<file path="config.mk">
export PLATFORM = sky130hd
export DESIGN_NAME = sram4x4_access_arbiter_flat
export DESIGN_NICKNAME = d
export VERILOG_FILES = /design/src/rtl/sram_arb_pkg.sv /design/src/rtl/sram4x4_access_arbiter_if.sv /design/src/rtl/rr_arb2.sv /design/src/rtl/sram4x4_access_arbiter.sv /design/src/flat_wrapper.sv
export SDC_FILE = /design/constraint.sdc
export NUM_CORES = 1
export LEC_CHECK = 0
export CORE_MARGIN = 3
export CORE_UTILIZATION = 45
export CTS_CLUSTER_DIAMETER = 150
export DETAILED_ROUTE_END_ITERATION = 10
export DONT_BUFFER_PORTS = 1
export SYNTH_ARGS = -nofsm -noshare
export SYNTH_HDL_FRONTEND = slang
export SYNTH_HIERARCHICAL = 1
export SYNTH_SLANG_ARGS = --single-unit
</file>
<file path="constraint.sdc">
create_clock -name CLK -period 1.47 [get_ports CLK]
set_input_delay 0.294 -clock CLK [delete_from_list [all_inputs] [get_ports CLK]]
set_output_delay 0.294 -clock CLK [all_outputs]
set_load 0.02 [all_outputs]
</file>
<file path="src/rtl/sram_arb_pkg.sv">
// Shared types and default widths for the 4x4 register-file SRAM access arbiter.
package sram_arb_pkg;

  localparam int ADDR_W_DEF = 2;
  localparam int DATA_W_DEF = 4;

  typedef enum logic [2:0] {
    IDLE   = 3'd0,
    SETUP  = 3'd1,
    STROBE = 3'd2,
    SAMPLE = 3'd3,
    DONE   = 3'd4,
    VERIFY = 3'd5
  } state_t;

  typedef logic req_id_t;

  localparam req_id_t REQ0 = 1'b0;
  localparam req_id_t REQ1 = 1'b1;

endpackage

</file>
<file path="src/rtl/sram4x4_access_arbiter_if.sv">
// Requester and SRAM-side signals of the arbiter; verr exists only with SRAM_WRITE_VERIFY_EN.
// Handshake: a requester holds reqN with stable fields until gntN pulses; the fields are
// captured on the edge that raises gntN, and doneN pulses once the access has completed.
interface sram4x4_access_arbiter_if
  import sram_arb_pkg::*;
#(
  parameter int ADDR_W = ADDR_W_DEF,
  parameter int DATA_W = DATA_W_DEF
);
  logic              req0;
  logic              we0;
  logic [ADDR_W-1:0] addr0;
  logic [DATA_W-1:0] wdata0;
  logic              req1;
  logic              we1;
  logic [ADDR_W-1:0] addr1;
  logic [DATA_W-1:0] wdata1;
  logic              gnt0;
  logic              gnt1;
  logic              done0;
  logic              done1;
  logic [DATA_W-1:0] rdata;
  logic [ADDR_W-1:0] sram_addr;
  logic [DATA_W-1:0] sram_din;
  logic              sram_we;
  logic [DATA_W-1:0] sram_dout;
  logic              busy;
`ifdef SRAM_WRITE_VERIFY_EN
  logic              verr;
`endif

  modport slave (
    input  req0, we0, addr0, wdata0, req1, we1, addr1, wdata1, sram_dout,
    output gnt0, gnt1, done0, done1, rdata, sram_addr, sram_din, sram_we, busy
`ifdef SRAM_WRITE_VERIFY_EN
    , output verr
`endif
  );

  modport master (
    output req0, we0, addr0, wdata0, req1, we1, addr1, wdata1, sram_dout,
    input  gnt0, gnt1, done0, done1, rdata, sram_addr, sram_din, sram_we, busy
`ifdef SRAM_WRITE_VERIFY_EN
    , input verr
`endif
  );

endinterface

</file>
<file path="src/rtl/rr_arb2.sv">
// Two-input round-robin picker: on contention the requester that did not win last time wins.
module rr_arb2
  import sram_arb_pkg::*;
(
  input  logic    req0,
  input  logic    req1,
  input  req_id_t last_winner,
  output req_id_t winner,
  output logic    valid
);

  always_comb begin
    valid  = req0 | req1;
    winner = REQ0;
    if (req0 && req1) begin
      winner = (last_winner == REQ0) ? REQ1 : REQ0;
    end else if (req1) begin
      winner = REQ1;
    end
  end

endmodule

</file>
<file path="src/rtl/sram4x4_access_arbiter.sv">
// Round-robin sequencer sharing one 4x4 SRAM between two requesters.
// Optional write read-back check and sticky verr flag: define SRAM_WRITE_VERIFY_EN.
module sram4x4_access_arbiter
  import sram_arb_pkg::*;
#(
  parameter int ADDR_W = ADDR_W_DEF,
  parameter int DATA_W = DATA_W_DEF
)
(
  input  logic                           CLK,
  input  logic                           RST,
  sram4x4_access_arbiter_if.slave        bus,
  output state_t                         state_dbg
);

  state_t            state;
  state_t            state_n;
  req_id_t           pick;
  logic              pick_valid;
  req_id_t           winner_q;
  req_id_t           last_winner;
  logic              op_we;
  logic [ADDR_W-1:0] sram_addr_q;
  logic [DATA_W-1:0] sram_din_q;
  logic [DATA_W-1:0] rdata_q;
  logic              gnt0_q;
  logic              gnt1_q;
  logic              done0_q;
  logic              done1_q;
  logic              sram_we_q;
  logic              busy_q;

  rr_arb2 u_rr_arb2 (
    .req0        (bus.req0),
    .req1        (bus.req1),
    .last_winner (last_winner),
    .winner      (pick),
    .valid       (pick_valid)
  );

  always_comb begin
    state_n = state;
    case (state)
      IDLE:    if (pick_valid) state_n = SETUP;
      SETUP:   state_n = op_we ? STROBE : SAMPLE;
`ifdef SRAM_WRITE_VERIFY_EN
      STROBE:  state_n = VERIFY;
      VERIFY:  state_n = DONE;
`else
      STROBE:  state_n = DONE;
`endif
      SAMPLE:  state_n = DONE;
      DONE:    state_n = IDLE;
      default: state_n = IDLE;
    endcase
  end

  // Every output is a register loaded from the next state, so pulses line up with states.
  always_ff @(posedge CLK or posedge RST) begin
    if (RST) begin
      state       <= IDLE;
      winner_q    <= REQ0;
      last_winner <= REQ1;
      op_we       <= 1'b0;
      sram_addr_q <= '0;
      sram_din_q  <= '0;
      rdata_q     <= '0;
      gnt0_q      <= 1'b0;
      gnt1_q      <= 1'b0;
      done0_q     <= 1'b0;
      done1_q     <= 1'b0;
      sram_we_q   <= 1'b0;
      busy_q      <= 1'b0;
    end else begin
      state     <= state_n;
      gnt0_q    <= (state == IDLE) && pick_valid && (pick == REQ0);
      gnt1_q    <= (state == IDLE) && pick_valid && (pick == REQ1);
      done0_q   <= (state_n == DONE) && (winner_q == REQ0);
      done1_q   <= (state_n == DONE) && (winner_q == REQ1);
      sram_we_q <= (state_n == STROBE);
      busy_q    <= (state_n != IDLE);
      if ((state == IDLE) && pick_valid) begin
        winner_q    <= pick;
        op_we       <= (pick == REQ1) ? bus.we1    : bus.we0;
        sram_addr_q <= (pick == REQ1) ? bus.addr1  : bus.addr0;
        sram_din_q  <= (pick == REQ1) ? bus.wdata1 : bus.wdata0;
      end
      if (state == SAMPLE) rdata_q <= bus.sram_dout;
      if (state == DONE) last_winner <= winner_q;
    end
  end

`ifdef SRAM_WRITE_VERIFY_EN
  logic verr_q;

  always_ff @(posedge CLK or posedge RST) begin
    if (RST) begin
      verr_q <= 1'b0;
    end else if ((state == VERIFY) && (bus.sram_dout != sram_din_q)) begin
      verr_q <= 1'b1;
    end
  end

  assign bus.verr = verr_q;
`endif

  assign bus.gnt0      = gnt0_q;
  assign bus.gnt1      = gnt1_q;
  assign bus.done0     = done0_q;
  assign bus.done1     = done1_q;
  assign bus.rdata     = rdata_q;
  assign bus.sram_addr = sram_addr_q;
  assign bus.sram_din  = sram_din_q;
  assign bus.sram_we   = sram_we_q;
  assign bus.busy      = busy_q;
  assign state_dbg     = state;

endmodule

</file>
<file path="src/flat_wrapper.sv">
// flat-port wrapper written by rule: the top's interface ports become plain ports
module sram4x4_access_arbiter_flat import sram_arb_pkg::*;
#(
  parameter int ADDR_W = ADDR_W_DEF,
  parameter int DATA_W = DATA_W_DEF
)
  (CLK, RST, state_dbg, bus_req0, bus_we0, bus_addr0, bus_wdata0, bus_req1, bus_we1, bus_addr1, bus_wdata1, bus_sram_dout, bus_gnt0, bus_gnt1, bus_done0, bus_done1, bus_rdata, bus_sram_addr, bus_sram_din, bus_sram_we, bus_busy);
  sram4x4_access_arbiter_if #(.ADDR_W(ADDR_W), .DATA_W(DATA_W)) bus_i ();
  input  logic CLK;
  input  logic RST;
  output state_t state_dbg;
  input wire logic [$bits(bus_i.req0)-1:0] bus_req0;
  input wire logic [$bits(bus_i.we0)-1:0] bus_we0;
  input wire logic [$bits(bus_i.addr0)-1:0] bus_addr0;
  input wire logic [$bits(bus_i.wdata0)-1:0] bus_wdata0;
  input wire logic [$bits(bus_i.req1)-1:0] bus_req1;
  input wire logic [$bits(bus_i.we1)-1:0] bus_we1;
  input wire logic [$bits(bus_i.addr1)-1:0] bus_addr1;
  input wire logic [$bits(bus_i.wdata1)-1:0] bus_wdata1;
  input wire logic [$bits(bus_i.sram_dout)-1:0] bus_sram_dout;
  output wire logic [$bits(bus_i.gnt0)-1:0] bus_gnt0;
  output wire logic [$bits(bus_i.gnt1)-1:0] bus_gnt1;
  output wire logic [$bits(bus_i.done0)-1:0] bus_done0;
  output wire logic [$bits(bus_i.done1)-1:0] bus_done1;
  output wire logic [$bits(bus_i.rdata)-1:0] bus_rdata;
  output wire logic [$bits(bus_i.sram_addr)-1:0] bus_sram_addr;
  output wire logic [$bits(bus_i.sram_din)-1:0] bus_sram_din;
  output wire logic [$bits(bus_i.sram_we)-1:0] bus_sram_we;
  output wire logic [$bits(bus_i.busy)-1:0] bus_busy;
  assign bus_i.req0 = bus_req0;
  assign bus_i.we0 = bus_we0;
  assign bus_i.addr0 = bus_addr0;
  assign bus_i.wdata0 = bus_wdata0;
  assign bus_i.req1 = bus_req1;
  assign bus_i.we1 = bus_we1;
  assign bus_i.addr1 = bus_addr1;
  assign bus_i.wdata1 = bus_wdata1;
  assign bus_i.sram_dout = bus_sram_dout;
  assign bus_gnt0 = bus_i.gnt0;
  assign bus_gnt1 = bus_i.gnt1;
  assign bus_done0 = bus_i.done0;
  assign bus_done1 = bus_i.done1;
  assign bus_rdata = bus_i.rdata;
  assign bus_sram_addr = bus_i.sram_addr;
  assign bus_sram_din = bus_i.sram_din;
  assign bus_sram_we = bus_i.sram_we;
  assign bus_busy = bus_i.busy;
  sram4x4_access_arbiter #(.ADDR_W(ADDR_W), .DATA_W(DATA_W)) u_core (.CLK(CLK), .RST(RST), .bus(bus_i), .state_dbg(state_dbg));
endmodule
</file>
### Word level (Yosys, flattened, before mapping)

Cells that the tools add are included.

* reductions and logical operators: 9
* mux-type cells: 9
* equal/unequal tests: 6
* bitwise logic cells: 3

Operator list (count)
* $eq A3 B2 Y1 const B: 3
* $pmux W3 S3: 1
* $eq A3 B3 Y1 const B: 2
* $logic_and A1 B1 Y1: 6
* $mux W1: 5
* $mux W4: 1
* $eq A3 B1 Y1 const B: 1
* $logic_not A3 Y1: 1
* $mux W3: 1
* $reduce_bool A3 Y1: 1
* $mux W2: 1
* $not A1 Y1: 2
* $reduce_or A2 Y1: 1
* $or A1 B1 Y1: 1

* bits of input ports: 22
* logic and storage cells: 40
* output and inout port bits: 19
* register bits after elaboration: 22

### Longest topological paths before layout

* depth after elaboration: 5
* mapped depth: 4
* depth with buffers taken out: 3

### Modules after synthesis

The synthesis kept the hierarchy.

By module, submodules not included
* sram4x4_access_arbiter: seq. area each 551.8 um2, instances 1, area an instance 920.9 um2, cells each 59
* rr_arb2: seq. area each 0.0 um2, instances 1, area an instance 13.8 um2, cells each 2

### Worst setup path before layout

OpenSTA, ideal clock, no wires.

* path type: register to register
* start point: register u_core.state[1] (netlist: u_core/state_dbg[1])
* end point: register u_core.sram_addr_q[1] (netlist: u_core/bus.sram_addr[1])
* arrival: 1.319 ns
* slack: 0.025 ns
* buffers on the path: 1
* cell stages (with the launch flop): 4
* period minus slack after synthesis: 1.445 ns
* library setup time: 0.125 ns
* required time: 1.345 ns
* cell sequence: dfrtp_1 > nor4b_4 > buf_6 > mux2_4

* word-level cells in the longest chain between the ends: 2

Ends and longest elaborated chain
* start, declared: RTL line sram4x4_access_arbiter.sv:16 `state_t state;`
* start signal, assigned: RTL line sram4x4_access_arbiter.sv:75 `state <= state_n;`
* $logic_not A3 Y1: RTL line sram4x4_access_arbiter.sv:82 `if ((state == IDLE) && pick_valid) begin`
* $logic_and A1 B1 Y1: RTL line sram4x4_access_arbiter.sv:82
* end signal, assigned: RTL line sram4x4_access_arbiter.sv:85 `sram_addr_q <= (pick == REQ1) ? bus.addr1 : bus.addr0;`
* end, declared: RTL line sram4x4_access_arbiter.sv:23 `logic [ADDR_W-1:0] sram_addr_q;`

No other way between the ends.
A chain may end at the register's enable or synchronous reset.

### Final worst setup path

* start point: register u_core.last_winner
* end point: register u_core.sram_din_q[0] (netlist: u_core/bus.sram_din[0])

* word-level cells in the longest chain between the ends: 3

Ends and longest elaborated chain
* start, declared: RTL line sram4x4_access_arbiter.sv:21 `req_id_t last_winner;`
* start signal, assigned: RTL line sram4x4_access_arbiter.sv:89 `if (state == DONE) last_winner <= winner_q;`
* $mux W1: RTL line rr_arb2.sv:16 `winner = (last_winner == REQ0) ? REQ1 : REQ0;`
* $mux W1: RTL line rr_arb2.sv:15 `if (req0 && req1) begin`
* via u_core.pick: RTL line sram4x4_access_arbiter.sv:18 `req_id_t pick;`
* $mux W4: RTL line sram4x4_access_arbiter.sv:86 `sram_din_q <= (pick == REQ1) ? bus.wdata1 : bus.wdata0;`
* end signal, assigned: RTL line sram4x4_access_arbiter.sv:86
* end, declared: RTL line sram4x4_access_arbiter.sv:24 `logic [DATA_W-1:0] sram_din_q;`

The timed path passes the listed nets, and every way through them passes these cells.

==> flow_summary.json <==
{
  "cts_inserted_buffers": 3,
  "die_y_um": 51.58,
  "cp_slowest_stage_delay_ns": 0.56,
  "numPortBuffers": 0,
  "finalMaxSlewViolations": 0,
  "routabilityCongestion": 0.6724,
  "setup_viol": 0,
  "slowest_stage": "dfstp_2",
  "drive_above_1_share_pct": 45.83,
  "worst_pin_slew_ns": 0.3075,
  "period_share_pct": 94.41,
  "p_int_mw": 1.641,
  "synth_fp_nets": 83,
  "initial_core_util_pct": 50.82,
  "final_cell_mix": "21 x dfrtp_1, 12 x mux2_2, 8 x buf_4",
  "detail-route-antenna-nets": 0,
  "p_leak_nw": 0.5010,
  "synth-edff-count": 0,
  "synth_warnings": 6,
  "syn_area_um2": 934.6,
  "layout_commonest_cell": "dfrtp_1",
  "min_period_ns": 1.388,
  "post_cts_buffers": 0,
  "cts_tree": "built",
  "nNetsFinal": 95,
  "wl_mm": 1.530,
  "syn_to_final_growth_pct": 15.13,
  "fillers": 172,
  "finClkSkew_ns": 0.0008414,
  "num_io_pins": 41,
  "rsz0062_at_grt": "no",
  "synth_cells": 61,
  "tns_ns": 0,
  "crit_path_end_kind": "flip-flop",
  "grt_first_pass_wirelength_mm": 2.470,
  "cts_sinks": 22,
  "grt_max_degree": 16,
  "grt_usage_pct": 12.72,
  "ys_ff_latch": 22,
  "synth-seq-area-share_pct": 59.04,
  "core-area_um2": 1839,
  "cp_max_fo": 6,
  "first_global_vias": 553,
  "vias": 498,
  "drt-initial-drc-count": 4,
  "async_flop_share_pct": 100.0,
  "post_drt_wl_per_cell_um": 15.77,
  "ys_types": 18,
  "hp-class": "input pin to flip-flop",
  "rows": 15,
  "fp.dieArea_um2": 2660,
  "slew_headroom_pct": 79.46,
  "drc": 0,
  "placedCellCount": 92,
  "critical_path.cell_chain": "a21boi_2 -> buf_4 -> mux2_2 -> mux2_4",
  "avgSynthCellArea_um2": 15.32,
  "die_w_um": 51.58,
  "p_sw_mw": 0.9277,
  "fmax_ghz": 0.7205,
  "dr.pass1.iters": 3,
  "cp.arrival_ns": 1.59,
  "setup.worst_path.start_class": "flip-flop",
  "powerDensity_nw_per_um2": 2387,
  "swShare_pct": 36.12,
  "synth_flop_cell": "dfrtp_1",
  "grt_overflow": 0,
  "multi_input_area_um2": 362.8,
  "hold_viol": 0,
  "diodes": 0,
  "antenna_found_initial": 0,
  "criticalPathCategory": "flip-flop to flip-flop",
  "seq_power_share_pct": 51.9,
  "ctsLongestPathBuffers": 2,
  "combPwrFrac_pct": 30.3,
  "required_ns": 1.67,
  "status": "complete, no violations",
  "drv_cap": 0,
  "htree_levels": 1,
  "stdcell_count": 97,
  "power_frac_clock_pct": 17.8,
  "place_hpwl_mm": 1.244,
  "clk_latency_ns": 0.30,
  "cts_root_buf": "clkbuf_4",
  "regArea_um2": 551.8,
  "path_clk_slew_ns": 0.12,
  "detail_route.vias_per_cell": 5.134,
  "ir_drop_mv": 1.149
}
-- path summary, 6_finish.rpt --
| kind | endpoint | startpoint | depth (start not counted) | slack (ns) |
|---|---|---|---|---|
| max in group asynchronous | u_core/last_winner | RST | 3 | 0.55 |
| worst max-delay path | u_core/bus.sram_din[0] | u_core/last_winner | 4 | 0.08 |
| worst max register to register | u_core/bus.sram_din[0] | u_core/last_winner | 4 | 0.08 |
| min in group asynchronous | u_core/bus.rdata[2] | RST | 2 | 0.36 |
| worst min register to register | u_core/bus.done0 | u_core/winner_q | 1 | 0.49 |
| worst min-delay path | u_core/bus.rdata[2] | bus_sram_dout[2] | 1 | 0.13 |
-- through the flow --
step | total power, mW | hold WS, ns | cell area, um2 | setup WS [ns] | util (%)
after floorplan | 1.926 | 0.2825 | 934.6 | 0.02548 | -
after global placement | 2.110 | 0.1442 | 1010 | 0.08661 | 54.90
after detailed placement | 2.141 | 0.1495 | 1010 | 0.05197 | 54.90
after CTS | 2.607 | 0.1123 | 1072 | 0.03030 | 58.30
after global routing | 2.709 | 0.1187 | 1076 | 0.01532 | 58.50
final | 2.568 | 0.1308 | 1076 | 0.08216 | 58.50
-- what timing repair did --
action,CTS,global route
endpoints found under the hold margin,7,0
endpoints found under the setup margin,0,6
resized for setup,0,1
hold buffers,1,0
-- cell usage after synthesis, drive strengths merged, types with 2 or more instances --
cell type / n / area (um2)
inv: 2 / 7.510
nor3b: 2 / 15.01
mux2: 18 / 225.2
dfrtp: 21 / 525.5
and2: 3 / 18.77
mux2i: 2 / 20.02
nor2b: 3 / 18.77
buf: 2 / 16.26
-- power groups by stage --
stage / Combinational (mW) / Sequential (mW) / Clock (mW)
floorplan: 0.567 / 1.36 / 0
global placement: 0.773 / 1.34 / 0
detailed placement: 0.793 / 1.35 / 0
CTS: 0.793 / 1.34 / 0.478
global route: 0.850 / 1.37 / 0.494
finish: 0.779 / 1.33 / 0.457
-- area by class of cell --
cell class / count / area share [%]
Timing Repair Buffer: 9 / 6.512
Clock buffer: 3 / 2.093
Inverter: 2 / 0.6977
Tap cell: 25 / 2.907
Clock inverter: 1 / 2.791
Multi-Input combinational cell: 35 / 33.72
Sequential cell: 22 / 51.28
-- worst max-delay path: cells and delay by family (launching register included) --
family	cells	cell delay [ns]
AO/OA/AOI/OAI	1	0.06
buffers and inverters	1	0.15
flip-flops	1	0.56
multiplexers	2	0.51
-- per-layer routing --
| layer | global-route usage, % | share of wire (%) | vias to the layer above |
|---|---|---|---|
| li1 | - | - | 231 |
| met3 | 3.152 | 8.4 | 0 |
| met1 | 14.58 | 37 | 246 |
| met4 | 6.550 | 0 | 0 |
| met5 | 0 | 0 | - |
| met2 | 21.82 | 54 | 21 |
-- kinds of logic after synthesis --
logic type             after synthesis  share of synthesized area, %
DFF                                 22                         59.04
muxes                               20                         26.24
and+or+nand+nor                     13                         10.58
buffers and inverters                4                         2.543
AOI/OAI and AO/OA                    2                         1.607
-- state kept, by name (all words and copies together), names as in the netlist --
| signal | flops |
|---|---|
| u_core/winner_q | 1 |
| u_core/bus.rdata | 4 |
| u_core/bus.done1 | 1 |
| u_core/bus.sram_din | 4 |
| u_core/bus.sram_we | 1 |
| u_core/bus.gnt0 | 1 |
| u_core/state_dbg | 3 |
| u_core/bus.gnt1 | 1 |
| u_core/last_winner | 1 |
| u_core/bus.sram_addr | 2 |
| u_core/op_we | 1 |
| u_core/bus.done0 | 1 |
| u_core/bus.busy | 1 |
No activity file was read; power rests on OpenSTA's default activity.
